===== config.mk =====
export PLATFORM = sky130hd
export DESIGN_NAME = trecere_cerere_flat
export DESIGN_NICKNAME = d
export VERILOG_FILES = /design/src/rtl/trecere_cerere_pkg.sv /design/src/rtl/trecere_cerere_if.sv /design/src/rtl/trecere_cerere_temporizator.sv /design/src/rtl/trecere_cerere.sv /design/src/flat_wrapper.sv
export SDC_FILE = /design/constraint.sdc
export NUM_CORES = 1
export LEC_CHECK = 0
export ABC_AREA = 1
export CAP_MARGIN = 5
export CELL_PAD_IN_SITES_DETAIL_PLACEMENT = 0
export CELL_PAD_IN_SITES_GLOBAL_PLACEMENT = 1
export CORE_ASPECT_RATIO = 0.8
export CORE_MARGIN = 2
export CORE_UTILIZATION = 40
export CTS_CLUSTER_DIAMETER = 60
export CTS_CLUSTER_SIZE = 25
export DETAILED_ROUTE_END_ITERATION = 7
export DONT_BUFFER_PORTS = 1
export GPL_ROUTABILITY_DRIVEN = 0
export HOLD_SLACK_MARGIN = 0.08
export PLACE_DENSITY = 0.69
export SLEW_MARGIN = 20
export SYNTH_ARGS = -nofsm -noshare
export SYNTH_HDL_FRONTEND = slang
export SYNTH_SLANG_ARGS = --single-unit

===== constraint.sdc =====
create_clock -name clk -period 1.5 [get_ports clk]
set_input_delay 0.15 -clock clk [delete_from_list [all_inputs] [get_ports clk]]
set_output_delay 0.15 -clock clk [all_outputs]
set_load 0.005 [all_outputs]

===== src/rtl/trecere_cerere_pkg.sv =====
// ----------------------------------------------------------------------------
// trecere_pkg : shared types and helpers for the trecere_cerere
//               pedestrian-crossing controller.
//   stare_t    : FSM state encoding. NOAPTE is present only when
//                TRECERE_NOAPTE_EN is defined.
//   lampi_t    : packed lamp vector {p_rosu, p_verde, m_rosu, m_galben, m_verde}.
//   max_durata : largest of the five phase durations, used to size the timer.
// Optional feature macro: TRECERE_NOAPTE_EN (night / blinking-yellow mode).
// ----------------------------------------------------------------------------
package trecere_pkg;

   typedef enum logic [2:0] {
      M_VERDE   = 3'd0,
      M_GALBEN  = 3'd1,
      TOT_ROSU1 = 3'd2,
      P_VERDE   = 3'd3,
      P_CLIPIRE = 3'd4,
      TOT_ROSU2 = 3'd5
`ifdef TRECERE_NOAPTE_EN
      , NOAPTE  = 3'd6
`endif
   } stare_t;

   typedef struct packed {
      logic p_rosu;
      logic p_verde;
      logic m_rosu;
      logic m_galben;
      logic m_verde;
   } lampi_t;

   // Lamp state shown while reset is asserted and on entry to car green.
   localparam lampi_t LAMPI_RESET = 5'b10001;

   function automatic int max_durata(input int a, input int b, input int c,
                                     input int d, input int e);
      int m;
      m = a;
      if (b > m) m = b; else m = m;
      if (c > m) m = c; else m = m;
      if (d > m) m = d; else m = m;
      if (e > m) m = e; else m = m;
      return m;
   endfunction

endpackage


===== src/rtl/trecere_cerere_if.sv =====
// ----------------------------------------------------------------------------
// trecere_cerere_if : pedestrian request input and lamp outputs of the
//                     crossing controller, grouped as one bundle.
//   master : environment side (drives buton_p / noapte, reads lamps).
//   slave  : controller side (reads buton_p / noapte, drives lamps).
//   buton_p       pedestrian request button, level
//   noapte        night-mode request (only with TRECERE_NOAPTE_EN)
//   p_rosu/p_verde               pedestrian lamps
//   m_rosu/m_galben/m_verde      car lamps
//   cerere_activa                request-pending ("wait") lamp
// ----------------------------------------------------------------------------
interface trecere_cerere_if;

   logic buton_p;
`ifdef TRECERE_NOAPTE_EN
   logic noapte;
`endif
   logic p_rosu;
   logic p_verde;
   logic m_rosu;
   logic m_galben;
   logic m_verde;
   logic cerere_activa;

   modport master (
      output buton_p,
`ifdef TRECERE_NOAPTE_EN
      output noapte,
`endif
      input  p_rosu,
      input  p_verde,
      input  m_rosu,
      input  m_galben,
      input  m_verde,
      input  cerere_activa
   );

   modport slave (
      input  buton_p,
`ifdef TRECERE_NOAPTE_EN
      input  noapte,
`endif
      output p_rosu,
      output p_verde,
      output m_rosu,
      output m_galben,
      output m_verde,
      output cerere_activa
   );

endinterface


===== src/rtl/trecere_cerere_temporizator.sv =====
// ----------------------------------------------------------------------------
// temporizator : per-state timer of the crossing controller.
//   clk, rst_n : clock, asynchronous active-low reset (count -> 0)
//   clr        : synchronous clear, has priority over counting
//   en         : count enable
//   satur      : 1 = stop at all-ones, 0 = wrap around
//   cnt_q      : current count
//   cnt_d      : count that will be loaded at the next edge (lets the
//                parent register outputs decoded from the next timer value)
// ----------------------------------------------------------------------------
module temporizator #(
   parameter int CNT_W = 8
) (
   input  logic             clk,
   input  logic             rst_n,
   input  logic             clr,
   input  logic             en,
   input  logic             satur,
   output logic [CNT_W-1:0] cnt_q,
   output logic [CNT_W-1:0] cnt_d
);

   localparam logic [CNT_W-1:0] UNU = {{(CNT_W-1){1'b0}}, 1'b1};

   // Next count: clear, hold at saturation, or increment.
   always_comb begin
      cnt_d = cnt_q;
      if (clr) begin
         cnt_d = '0;
      end else if (en) begin
         if (satur && (&cnt_q)) begin
            cnt_d = cnt_q;
         end else begin
            cnt_d = cnt_q + UNU;
         end
      end else begin
         cnt_d = cnt_q;
      end
   end

   // Count register.
   always_ff @(posedge clk or negedge rst_n) begin
      if (!rst_n) begin
         cnt_q <= '0;
      end else begin
         cnt_q <= cnt_d;
      end
   end

endmodule


===== src/rtl/trecere_cerere.sv =====
// ----------------------------------------------------------------------------
// trecere_cerere : request-driven pedestrian-crossing controller.
//   Car green is held until a pedestrian request is pending and the minimum
//   car-green time has elapsed; then car yellow, all-red guard, pedestrian
//   green, blinking pedestrian green, all-red guard, back to car green.
// Ports:
//   clk    : clock, rising edge
//   rst_n  : asynchronous reset, active low
//   bus    : trecere_cerere_if.slave (buton_p in, lamps + cerere_activa out)
// Optional feature macro: TRECERE_NOAPTE_EN adds bus.noapte and a NOAPTE
//   state (blinking car yellow, all other lamps dark), entered only from
//   car green.
// All lamps are flops loaded from the decode of the next state and next
// timer value, so they always match the current state/timer and never
// depend combinationally on inputs.
// ----------------------------------------------------------------------------
module trecere_cerere
   import trecere_pkg::*;
#(
   parameter int CNT_W        = 8,
   parameter int T_MVERDE_MIN = 30,
   parameter int T_GALBEN     = 5,
   parameter int T_GARDA      = 2,
   parameter int T_PVERDE     = 20,
   parameter int T_PCLIPIRE   = 6,
   parameter int CLIP_LOG2    = 1
) (
   input  logic                   clk,
   input  logic                   rst_n,
   trecere_cerere_if.slave        bus
);

   localparam int MAX_DUR = max_durata(T_MVERDE_MIN, T_GALBEN, T_GARDA,
                                       T_PVERDE, T_PCLIPIRE);

   if (T_MVERDE_MIN < 1 || T_GALBEN < 1 || T_GARDA < 1 ||
       T_PVERDE < 1 || T_PCLIPIRE < 1) begin : g_err_durata
      $error("trecere_cerere: every phase duration must be at least 1");
   end
   if (CNT_W < 1 || CNT_W > 30 || ((MAX_DUR - 1) >> CNT_W) != 0) begin : g_err_latime
      $error("trecere_cerere: CNT_W cannot hold the longest duration - 1");
   end
   if (CLIP_LOG2 < 0 || CLIP_LOG2 >= CNT_W) begin : g_err_clip
      $error("trecere_cerere: CLIP_LOG2 must index a timer bit");
   end

   localparam logic [CNT_W-1:0] LIM_MVERDE  = CNT_W'(T_MVERDE_MIN - 1);
   localparam logic [CNT_W-1:0] LIM_GALBEN  = CNT_W'(T_GALBEN - 1);
   localparam logic [CNT_W-1:0] LIM_GARDA   = CNT_W'(T_GARDA - 1);
   localparam logic [CNT_W-1:0] LIM_PVERDE  = CNT_W'(T_PVERDE - 1);
   localparam logic [CNT_W-1:0] LIM_PCLIP   = CNT_W'(T_PCLIPIRE - 1);

   stare_t           stare_q, stare_d;
   logic             cerere_q, cerere_d;
   lampi_t           lampi_q, lampi_d;
   logic [CNT_W-1:0] timer_q, timer_d;
   logic             schimbare_s;
   logic             noapte_s;
   logic             in_noapte_s;
   logic             spre_noapte_s;
   logic             intrare_pverde_s;
   logic             cerere_permisa_s;

`ifdef TRECERE_NOAPTE_EN
   assign noapte_s      = bus.noapte;
   assign in_noapte_s   = (stare_q == NOAPTE);
   assign spre_noapte_s = (stare_d == NOAPTE);
`else
   assign noapte_s      = 1'b0;
   assign in_noapte_s   = 1'b0;
   assign spre_noapte_s = 1'b0;
`endif

   // Lamp pattern for a given state and timer value.
   function automatic lampi_t decodare(input stare_t s, input logic [CNT_W-1:0] t);
      lampi_t l;
      l = '0;
      case (s)
         M_VERDE:   begin l.m_verde  = 1'b1; l.p_rosu = 1'b1; end
         M_GALBEN:  begin l.m_galben = 1'b1; l.p_rosu = 1'b1; end
         TOT_ROSU1: begin l.m_rosu   = 1'b1; l.p_rosu = 1'b1; end
         TOT_ROSU2: begin l.m_rosu   = 1'b1; l.p_rosu = 1'b1; end
         P_VERDE:   begin l.m_rosu   = 1'b1; l.p_verde = 1'b1; end
         // First half-period lit: timer bit is 0 right after entry.
         P_CLIPIRE: begin l.m_rosu   = 1'b1; l.p_verde = ~t[CLIP_LOG2]; end
`ifdef TRECERE_NOAPTE_EN
         // Blinking yellow starts dark; pedestrian lamps off too.
         NOAPTE:    begin l.m_galben = t[CLIP_LOG2]; end
`endif
         default:   begin l = LAMPI_RESET; end
      endcase
      return l;
   endfunction

   // Next-state selection from the current state, timer and request.
   always_comb begin
      stare_d = stare_q;
      case (stare_q)
         M_VERDE: begin
`ifdef TRECERE_NOAPTE_EN
            // Night mode wins over a pending request and ignores the minimum.
            if (noapte_s) begin
               stare_d = NOAPTE;
            end else if ((timer_q >= LIM_MVERDE) && (cerere_q || bus.buton_p)) begin
               stare_d = M_GALBEN;
            end else begin
               stare_d = M_VERDE;
            end
`else
            if ((timer_q >= LIM_MVERDE) && (cerere_q || bus.buton_p)) begin
               stare_d = M_GALBEN;
            end else begin
               stare_d = M_VERDE;
            end
`endif
         end
         M_GALBEN: begin
            if (timer_q == LIM_GALBEN) stare_d = TOT_ROSU1;
            else                       stare_d = M_GALBEN;
         end
         TOT_ROSU1: begin
            if (timer_q == LIM_GARDA)  stare_d = P_VERDE;
            else                       stare_d = TOT_ROSU1;
         end
         P_VERDE: begin
            if (timer_q == LIM_PVERDE) stare_d = P_CLIPIRE;
            else                       stare_d = P_VERDE;
         end
         P_CLIPIRE: begin
            if (timer_q == LIM_PCLIP)  stare_d = TOT_ROSU2;
            else                       stare_d = P_CLIPIRE;
         end
         TOT_ROSU2: begin
            if (timer_q == LIM_GARDA)  stare_d = M_VERDE;
            else                       stare_d = TOT_ROSU2;
         end
`ifdef TRECERE_NOAPTE_EN
         NOAPTE: begin
            if (noapte_s) stare_d = NOAPTE;
            else          stare_d = TOT_ROSU2;
         end
`endif
         default: begin
            stare_d = M_VERDE;
         end
      endcase
   end

   assign schimbare_s      = (stare_d != stare_q);
   assign intrare_pverde_s = (stare_d == P_VERDE) && (stare_q != P_VERDE);
   // Presses during pedestrian service (and in night mode) are ignored.
   assign cerere_permisa_s = (stare_q != P_VERDE) && (stare_q != P_CLIPIRE) && !in_noapte_s;

   // Request latch: clear on serving (or night) has priority over a new press.
   always_comb begin
      cerere_d = cerere_q;
      if (intrare_pverde_s || spre_noapte_s) begin
         cerere_d = 1'b0;
      end else if (bus.buton_p && cerere_permisa_s) begin
         cerere_d = 1'b1;
      end else begin
         cerere_d = cerere_q;
      end
   end

   // Lamps are decoded from the values the state and timer are about to take.
   always_comb begin
      lampi_d = decodare(stare_d, timer_d);
   end

   // Car green saturates while waiting; night mode lets the timer wrap.
   temporizator #(
      .CNT_W (CNT_W)
   ) u_temporizator (
      .clk   (clk),
      .rst_n (rst_n),
      .clr   (schimbare_s),
      .en    (1'b1),
      .satur (stare_q == M_VERDE),
      .cnt_q (timer_q),
      .cnt_d (timer_d)
   );

   // State, request latch and registered lamps.
   always_ff @(posedge clk or negedge rst_n) begin
      if (!rst_n) begin
         stare_q  <= M_VERDE;
         cerere_q <= 1'b0;
         lampi_q  <= LAMPI_RESET;
      end else begin
         stare_q  <= stare_d;
         cerere_q <= cerere_d;
         lampi_q  <= lampi_d;
      end
   end

   assign bus.p_rosu        = lampi_q.p_rosu;
   assign bus.p_verde       = lampi_q.p_verde;
   assign bus.m_rosu        = lampi_q.m_rosu;
   assign bus.m_galben      = lampi_q.m_galben;
   assign bus.m_verde       = lampi_q.m_verde;
   assign bus.cerere_activa = cerere_q;

endmodule


===== src/flat_wrapper.sv =====
// flat-port wrapper written by rule: the top's interface ports become plain ports
module trecere_cerere_flat import trecere_pkg::*;
#(
   parameter int CNT_W        = 8,
   parameter int T_MVERDE_MIN = 30,
   parameter int T_GALBEN     = 5,
   parameter int T_GARDA      = 2,
   parameter int T_PVERDE     = 20,
   parameter int T_PCLIPIRE   = 6,
   parameter int CLIP_LOG2    = 1
)
  (clk, rst_n, bus_buton_p, bus_p_rosu, bus_p_verde, bus_m_rosu, bus_m_galben, bus_m_verde, bus_cerere_activa);
  trecere_cerere_if bus_i ();
  input  logic clk;
  input  logic rst_n;
  input wire logic [$bits(bus_i.buton_p)-1:0] bus_buton_p;
  output wire logic [$bits(bus_i.p_rosu)-1:0] bus_p_rosu;
  output wire logic [$bits(bus_i.p_verde)-1:0] bus_p_verde;
  output wire logic [$bits(bus_i.m_rosu)-1:0] bus_m_rosu;
  output wire logic [$bits(bus_i.m_galben)-1:0] bus_m_galben;
  output wire logic [$bits(bus_i.m_verde)-1:0] bus_m_verde;
  output wire logic [$bits(bus_i.cerere_activa)-1:0] bus_cerere_activa;
  assign bus_i.buton_p = bus_buton_p;
  assign bus_p_rosu = bus_i.p_rosu;
  assign bus_p_verde = bus_i.p_verde;
  assign bus_m_rosu = bus_i.m_rosu;
  assign bus_m_galben = bus_i.m_galben;
  assign bus_m_verde = bus_i.m_verde;
  assign bus_cerere_activa = bus_i.cerere_activa;
  trecere_cerere #(.CNT_W(CNT_W), .T_MVERDE_MIN(T_MVERDE_MIN), .T_GALBEN(T_GALBEN), .T_GARDA(T_GARDA), .T_PVERDE(T_PVERDE), .T_PCLIPIRE(T_PCLIPIRE), .CLIP_LOG2(CLIP_LOG2)) u_core (.clk(clk), .rst_n(rst_n), .bus(bus_i));
endmodule

* After elaboration in Yosys (flattened, before gate mapping) *
Index checks and enable logic that the tools add are counted.

storage, ports and cells
  bits in registers = 17
  input port bits = 3
  output and inout bits = 6
  word-level logic and storage cells = 58

cells by class
  add/subtract/negate cells = 1
  magnitude comparators = 1
  equality and inequality tests = 18
  mux-type cells = 16
  bitwise logic cells = 1
  reductions and logical operators = 12

operator list
  operator                                                                              count
  3-bit case mux with 6 select lines                                                    1
  8-bit by 3-bit equality test with 1-bit output (second input constant)                2
  8-bit 2-to-1 mux                                                                      2
  3-bit by 2-bit equality test with 1-bit output (second input constant)                4
  3-bit equality test (second input constant)                                           4
  1-bit 2-to-1 mux                                                                      9
  8-bit by 1-bit adder with 8-bit output (second input constant)                        1
  8-bit by 1-bit equality test with 1-bit output (second input constant)                1
  8-bit by 5-bit equality test with 1-bit output (second input constant)                1
  8-bit by 5-bit greater-or-equal comparator with 1-bit output (second input constant)  1
  8-bit AND reduction                                                                   1
  3-bit by 1-bit equality test with 1-bit output (second input constant)                2
  3-bit 2-to-1 mux                                                                      2
  1-bit logical AND                                                                     5
  5-bit OR reduction                                                                    1
  4-bit OR reduction                                                                    1
  3-bit zero test                                                                       1
  3-bit by 2-bit inequality test with 1-bit output (second input constant)              1
  3-bit inequality test                                                                 1
  3-bit inequality test (second input constant)                                         1
  2-bit 2-to-1 mux                                                                      1
  2-bit by 1-bit inequality test with 1-bit output (second input constant)              1
  1-bit case mux with 2 select lines                                                    1
  2-bit nonzero test                                                                    1
  other kinds (3)                                                                       3

* Logic depth before layout (Yosys ltp) *
Gate-level depths: netlist of the first run.

  depth after elaboration = 8
  mapped depth = 12
  mapped depth without buffers = 12

* By module *
A second synthesis of the first run with hierarchy kept.

second synthesis, totals
  cells, all modules = 174
  area, all modules = 1186.1 um2

modules (own cells, without submodules)
  module          times used  cells an instance  area an instance (um2)
  trecere_cerere  1           99                 671.9
  temporizator    1           75                 514.2

* Least setup slack after synthesis of the first run *
Ideal clock, no wire load.

  path type = register -> register
  from = register u_core.u_temporizator.cnt_q[0]
  to = register u_core.u_temporizator.cnt_q[5]
  library setup time = 120 ps
  data arrival time = 1357 ps
  slack = 23 ps
  cell stages (with the launch flop) = 10
  buffers on the path = 0
  clock period less this slack = 1477 ps
  path through = dfrtp_1 inv_1 ha_1 nand3_1 nor2_1 nand2_1 a21oi_1 nor2_4 nand2_2 nor2_1

between the ends
  longest elaborated chain between the ends = 6
  elaborated cells on any way between the ends = 20
  classes of those cells = 1 x add/sub; 1 x order compare; 6 x eq/ne; 9 x mux; 3 x reduce/logical

RTL lines
  element                                                                                         line                               text
  start: declaration                                                                              trecere_cerere_temporizator.sv:19  output logic [CNT_W-1:0] cnt_q,
  start signal: assignment                                                                        trecere_cerere_temporizator.sv:46  cnt_q <= cnt_d;
  8-bit by 5-bit greater-or-equal comparator with 1-bit output                                    trecere_cerere.sv:110              if ((timer_q >= LIM_MVERDE) && (cerere_q || bus.buton_p)) begin
  1-bit logical AND                                                                               trecere_cerere.sv:110
  1-bit 2-to-1 mux                                                                                trecere_cerere.sv:110
  3-bit case mux with 6 select lines                                                              trecere_cerere.sv:98               case (stare_q)
  3-bit inequality test                                                                           trecere_cerere.sv:149              assign schimbare_s = (stare_d != stare_q);
  2-bit by 1-bit inequality test with 1-bit output (no line) or 8-bit 2-to-1 mux (tied branches)  --

Several ways; a longest one is shown, not always the timed one. The select of a mux whose other input is x is not followed.
A chain may end at the register's enable or synchronous reset.

==> impl_results.md, run 1 <==
- Outcome: finished, violations left
- Failing checks: negative setup slack
- Final Util: 62.8%
- Mapped Area: 1020 um^2
- Startpoint types: flop
- GR Util All Layers: 19.1%
- Most used cells in the layout excluding fill and tap cells: 28 x buf_4, 19 x inv_1, 18 x nand2_1, 14 x dfrtp_1, 11 x nor2_1
- Worst VDD drop: 0.000405 V
- Antenna viol nets, final: 0
- Clock sinks: 17
- Crit Path Class: reg2reg
- Initial antenna violation count: 0
- Worst Tran Pin Value: 820 ps
- Layout Nets: 174
- First-iteration detailed-routing DRC count: 22
- Worst-skew pair later-pin latency: 290 ps
- I/O pin count: 9
- Final period utilization: 107%
- Per-cell routed wire length: 12.5 um
- Post-route setup slack: -106 ps
- Detailed Route WL: 2550 um
- Max clock buf depth: 2
- Syn avg cell area: 7.65 um^2
- Htree depth: 1
- Crit. End Element: flop
- Initial Util: 42.0%
- Area grow syn2layout: 49.4%
- Die Area: 2960 um^2
- Minimum clock period: 1610 ps
- Largest net degree at the start of global routing: 18
- Commonest non-fill, non-tap cell in the layout: buf_4
- # rows: 16
- CP cell instances: inv_2 > ha_4 > nand3_4 > o21ai_2 > nand2_2 > nor2_2 > nand2_2 > nand2_4 > nand3_2 > nand2_1 > nand2_1
- Vias per inst: 4.73
- CTS clk-pin slew, worst paths: 100 ps
- Max-slew violations: 0
- DR DRC count: 0
- Detail Placement HPWL: 1730 um
- Ratio of cells with drive above 1 in the final layout: 51.5%
- Clk_skew: 3.18 ps
- Crit-path max cell delay: 440 ps
- CTS tree: yes
- Crit path required time: 1700 ps
- DRT Pass-1 Iters: 4
- Final setup viols: 10
- Pwr dens: 475 nW/um^2
- Fin. Hold Viols: 0
- CP Max Fanout: 3
- Synth Instances: 133
- Max_cap viols: 0
- Post-synth net total: 139
- Vias in the first global route: 966
- RSZ-0062 raised after global routing: true
- Filler cells: 213
- Peak Freq: 623 MHz
- Post-synthesis sequential area ratio: 42.1%
- Gr ovfl total: 0
- First-pass GRT wire length: 4270 um
- FF-to-FF setup slack: -110 ps
- Die Y: 49.1 um
- DP Worst Slack: -164 ps
- Distinct cells, synth: 22
- Worst hold path type: in2reg
- Slowest stage cell on the critical path: dfrtp_1
- TritonCTS Buffers: 3
- I/O Buffers: 0
- # diodes: 0
- Register bit total from synthesis: 17
- Area of the core: 2420 um^2
- DIE WIDTH: 60.4 um
- Root Buffer: clkbuf_4
- Synth warn: 0
- Leak: 0.715 nW
- Max_slew headroom: 45.2%
- CP arrival: 1800 ps
- Vias: 960
metrics by stage:
step / cell area [um^2] / setup TNS (ps) / instances / hold WS [ps] / total power, mW
after floorplan: 1020 / 0 / 133 / -146 / 0.469
after global placement: 1230 / -1230 / 192 / -145 / 0.469
after detailed placement: 1230 / -1480 / 192 / -145 / 0.469
after CTS: 1460 / -474 / 203 / 108 / 0.733
after global routing: 1520 / -2090 / 203 / 156 / 0.761
final: 1520 / -884 / 203 / 116 / 0.723
final timing paths:
kind,cells past startpoint,endpoint,start
max in group asynchronous,1,u_core.u_temporizator.cnt_q[0],rst_n
min in group asynchronous,1,u_core.u_temporizator.cnt_q[6],rst_n
worst min register to register,2,u_core.bus.cerere_activa,u_core.bus.cerere_activa
worst min-delay path,4,u_core.bus.cerere_activa,bus_buton_p
worst max register to register,11,u_core.bus.p_verde,u_core.u_temporizator.cnt_q[1]
worst max-delay path,11,u_core.bus.p_verde,u_core.u_temporizator.cnt_q[1]
cell usage after synthesis, drive strengths merged:
master,count,share of area [%]
dfstp,2,5.2
nand2,32,13
nand3,5,2.5
a21oi,8,3.9
nor2,21,9.5
xnor2,2,1.7
nor3,9,5.4
nand4,1,2.1
xor2,3,2.6
inv,24,8.9
nor3b,1,0.74
dfrtp,15,37
ha,3,3.7
o21ai,5,2.5
or2b,1,0.74
o21bai,1,0.74
state kept, by name (all words and copies together), names as in the netlist:
name / flops
u_core.bus.cerere_activa: 1
u_core.bus.m_galben: 1
u_core.bus.m_rosu: 1
u_core.bus.m_verde: 1
u_core.bus.p_rosu: 1
u_core.bus.p_verde: 1
u_core.stare_q: 3
u_core.u_temporizator.cnt_q: 8
per-layer routing:
| layer | vias to the layer above | routed length, um | track usage, % |
|---|---|---|---|
| met1 | 455 | 1160 | 25.9 |
| met2 | 19 | 1250 | 30.3 |
| li1 | 480 | - | - |
| met3 | 6 | 99 | 5.57 |
| met5 | - | 0 | 0 |
| met4 | 0 | 42 | 3.33 |
worst max-delay path, delay by kind of cell, from the launching register on:
kind / cells / cell delay [ps]
AND/OR/NAND/NOR: 8 / 630
flip-flops: 1 / 440
adder cells (fa/ha/maj): 1 / 160
AO/OA/AOI/OAI: 1 / 160
buffers and inverters: 1 / 120
cells by family (layout without fill, tap and decap cells):
family | after synthesis | in the layout | synth area share [%]
fa+ha+maj | 3 | 3 | 3.69
simple gates | 70 | 70 | 33.9
buf+inv | 24 | 58 | 8.86
flops | 17 | 17 | 42.1
compound gates | 14 | 14 | 7.13
xor+xnor | 5 | 5 | 4.31
layout make-up:
| type | count | area [um^2] | area share [%] |
|---|---|---|---|
| Clock buffer | 4 | 26.3 | 1.73 |
| Inverter | 24 | 90.1 | 5.93 |
| Multi-Input combinational cell | 92 | 698 | 45.9 |
| Sequential cell | 17 | 429 | 28.2 |
| Tap cell | 36 | 45.0 | 2.96 |
| Timing Repair Buffer | 30 | 231 | 15.2 |
timing repair:
action,in CTS,in global routing
endpoints found under the hold margin,17,0
setup buffers,6,3
resized for setup,37,19
endpoints found under the setup margin,13,16
hold buffers,1,0
pin swaps,11,7
power breakdown:
group          switching, mW  internal [mW]
combinational         0.0105        0.00255
sequential       0.000000919          0.458
clock                  0.148          0.104
No activity file was read; power rests on OpenSTA's default activity.
==> run 2: changes to the inputs <==
--- a/config.mk
+++ b/config.mk
@@ -19,6 +19,7 @@
 export GPL_ROUTABILITY_DRIVEN = 0
 export HOLD_SLACK_MARGIN = 0.08
 export PLACE_DENSITY = 0.69
+export SETUP_SLACK_MARGIN = 0.1
 export SLEW_MARGIN = 20
 export SYNTH_ARGS = -nofsm -noshare
 export SYNTH_HDL_FRONTEND = slang
==> impl_results.md, run 2 (synthesis results as in run 1) <==
- Outcome: finished, violations left
- Failing checks: negative setup slack
- TritonCTS Buffers: 3 (unchanged)
- Buf/Inv on CP: 2 (+1)
- Vias: 960 (unchanged)
- GR Util All Layers: 18.4% (-0.64 points)
- Sequential cell area: 428 um^2 (-0.29%)
- Switching share of power: 22.6% (+0.71 points)
- Worst Tran Pin Value: 787 ps (-32.8 ps)
- I/O Buffers: 0 (unchanged)
- Crit. End Element: flop
- Vias in the first global route: 904 (-6.4%)
- Largest register by flop count: u_core.u_temporizator.cnt_q
- Fin Setup TNS: -1360 ps (-474 ps)
- Root Buffer: clkbuf_4
- Worst-skew pair later-pin latency: 300 ps (about the same)
- DR DRC count: 0 (unchanged)
- Tot Pwr: 0.724 mW (+0.20%)
- I/O pin count: 9 (unchanged)
- Detail Placement HPWL: 1720 um (-0.46%)
- Max-slew violations: 0 (unchanged)
- WHS Endpoint: u_core.bus.cerere_activa
- Max_slew headroom: 47.4% (+2.2 points)
- Pwr dens: 500 nW/um^2 (+5.1%)
- Seq pwr share: 63.3% (about the same)
- Crit path max-delay family: simple AND/OR/NAND/NOR gates
- CP cell instances: inv_2 > ha_4 > nand3_4 > o21ai_4 > nand2_2 > nor2_2 > nand2_2 > buf_6 > nor2_4 > nand2_1 > nand2_1
- Initial antenna violation count: 0 (unchanged)
- Worst reg2reg path depth: 11 (unchanged)
- Reg2reg end: u_core.bus.p_verde
- Gr ovfl total: 0 (unchanged)
- Min-delay src: bus_buton_p
- DR top layer: met4
- Vias per inst: 4.75 (+0.50%)
- CP arrival: 1890 ps (+90 ps)
- Filler cells: 216 (+1.4%)
- Crit Path Class: reg2reg
- Fin. Hold Viols: 0 (unchanged)
- Final Util: 59.8% (-2.9 points)
- Max clock buf depth: 2 (unchanged)
- Number of flip-flops in the largest register: 8 (unchanged)
- Crit-path max cell delay: 420 ps (-20 ps)
- Worst r2r src: u_core.u_temporizator.cnt_q[1]
- Slowest stage cell on the critical path: dfrtp_1
- Met3 routed WL: 125 um (+26%)
- Die Y: 49.1 um (unchanged)
- CTS clk-pin slew, worst paths: 100 ps (about the same)
- Max_cap viols: 0 (unchanged)
- Biggest regs: u_core.u_temporizator.cnt_q x8, u_core.stare_q x3
- Clk_skew: 1.75 ps (-1.43 ps)
- Startpoint types: flop
- Placed cell count: 192 (unchanged)
- Met1 wire length: 1220 um (+5.5%)
- First-pass GRT wire length: 4080 um (-4.4%)
- Crit path required time: 1750 ps (+50 ps)
- RSZ-0062 raised after global routing: true
- Leak: 0.693 nW (-3.0%)
- # diodes: 0 (unchanged)
- Area of the core: 2420 um^2 (unchanged)
- Ratio of cells with drive above 1 in the final layout: 44.0% (-7.5 points)
- Detailed Route WL: 2490 um (-2.2%)
- Htree depth: 1 (unchanged)
- Design internal power: 0.560 mW (-0.71%)
- DIE WIDTH: 60.4 um (unchanged)
- DRT Pass-1 Iters: 4 (unchanged)
- Most used cells in the layout excluding fill and tap cells: 27 x buf_4, 24 x nand2_1, 20 x inv_1, 15 x dfrtp_1, 12 x nor2_1
- Clock power share: 35.0% (+0.2 points)
- Layout Nets: 173 (-0.57%)
- Finished Layout Cells: 202 (-0.49%)
- Final period utilization: 110% (+2.5 points)
- # rows: 16 (unchanged)
- Worst VDD drop: 0.000413 V (+2.0%)
- FF-to-FF setup slack: -140 ps (-40 ps)
- CP Max Fanout: 3 (unchanged)
- Die Area: 2960 um^2 (unchanged)
- Net switching power: 0.164 mW (+3.4%)
- Area of the multi-input gates: 634 um^2 (-9.1%)
- Final setup viols: 14 (+4)
- Per-cell routed wire length: 12.3 um (-1.7%)
- Largest net degree at the start of global routing: 18 (unchanged)
- CTS tree: yes
- Commonest non-fill, non-tap cell in the layout: buf_4
- Initial Util: 42.0% (unchanged)
- Logic pwr share: 1.7% (about the same)
- First-iteration detailed-routing DRC count: 39 (+77%)
- Clock sinks: 17 (unchanged)
- Minimum clock period: 1640 ps (+37.9 ps)
- Worst hold path type: in2reg
- Peak Freq: 608 MHz (-2.3%)
- WL met2: 1120 um (-11%)
- DP Worst Slack: -126 ps (+37.8 ps)
- Area grow syn2layout: 42.4%
- Worst hold path depth: 4 (unchanged)
- Post-route setup slack: -144 ps (-37.9 ps)
- Antenna viol nets, final: 0 (unchanged)
-- run 2: worst max path at each step --
stage                     slack (ps)  depth (start not counted)                           start                              to
after floorplan                   60                          9  u_core.u_temporizator.cnt_q[1]  u_core.u_temporizator.cnt_q[5]
after detailed placement        -130                         10  u_core.u_temporizator.cnt_q[0]  u_core.u_temporizator.cnt_q[5]
final                           -140                         11  u_core.u_temporizator.cnt_q[1]              u_core.bus.p_verde
after global routing            -280                         11  u_core.u_temporizator.cnt_q[1]              u_core.bus.p_verde
after CTS                        -70                         12  u_core.u_temporizator.cnt_q[0]              u_core.bus.p_verde
after global placement          -140                         10  u_core.u_temporizator.cnt_q[0]  u_core.u_temporizator.cnt_q[5]
-- run 2: layout make-up --
cell class / instances / share of cell area [%]
Inverter: 24 / 6.22
Clock inverter: 1 / 0.345
Tap cell: 36 / 3.11
Sequential cell: 17 / 29.5
Timing Repair Buffer: 29 / 15.5
Multi-Input combinational cell: 92 / 43.8
Clock buffer: 3 / 1.55
-- run 2: power groups by stage --
stage	registers (mW)	clock network [mW]	logic [mW]
finish	0.458	0.254	0.0122
global route	0.458	0.285	0.0146
CTS	0.458	0.265	0.0133
detailed placement	0.467	0	0.00167
global placement	0.467	0	0.00168
floorplan	0.467	0	0.00152
-- run 2: metrics by stage --
stage / area [um^2] / hold WS, ps
floorplan: 1020 / -146
global placement: 1240 / -145
detailed placement: 1240 / -145
CTS: 1390 / 132
global route: 1450 / 193
finish: 1450 / 130
-- run 2: worst register-to-register path, delay by kind of cell, from the launching register on --
family	cells	cell delay (ps)
DFF	1	420
AOI/OAI and AO/OA	1	180
adders and majority gates	1	160
buffers and inverters	2	250
and+or+nand+nor	7	580
-- run 2: repair_timing --
item,CTS,global route
hold buffers,1,0
endpoints found under the setup margin,15,17
hold endpoints to repair,17,0
setup buffers,4,1
resized for setup,19,13
pin swaps,7,6
-- run 2: routing by layer --
| metal | vias to the layer above | global-route usage, % |
|---|---|---|
| li1 | 481 | - |
| met1 | 451 | 27.0 |
| met2 | 24 | 27.7 |
| met3 | 4 | 6.10 |
| met4 | 0 | 1.11 |
| met5 | - | 0 |
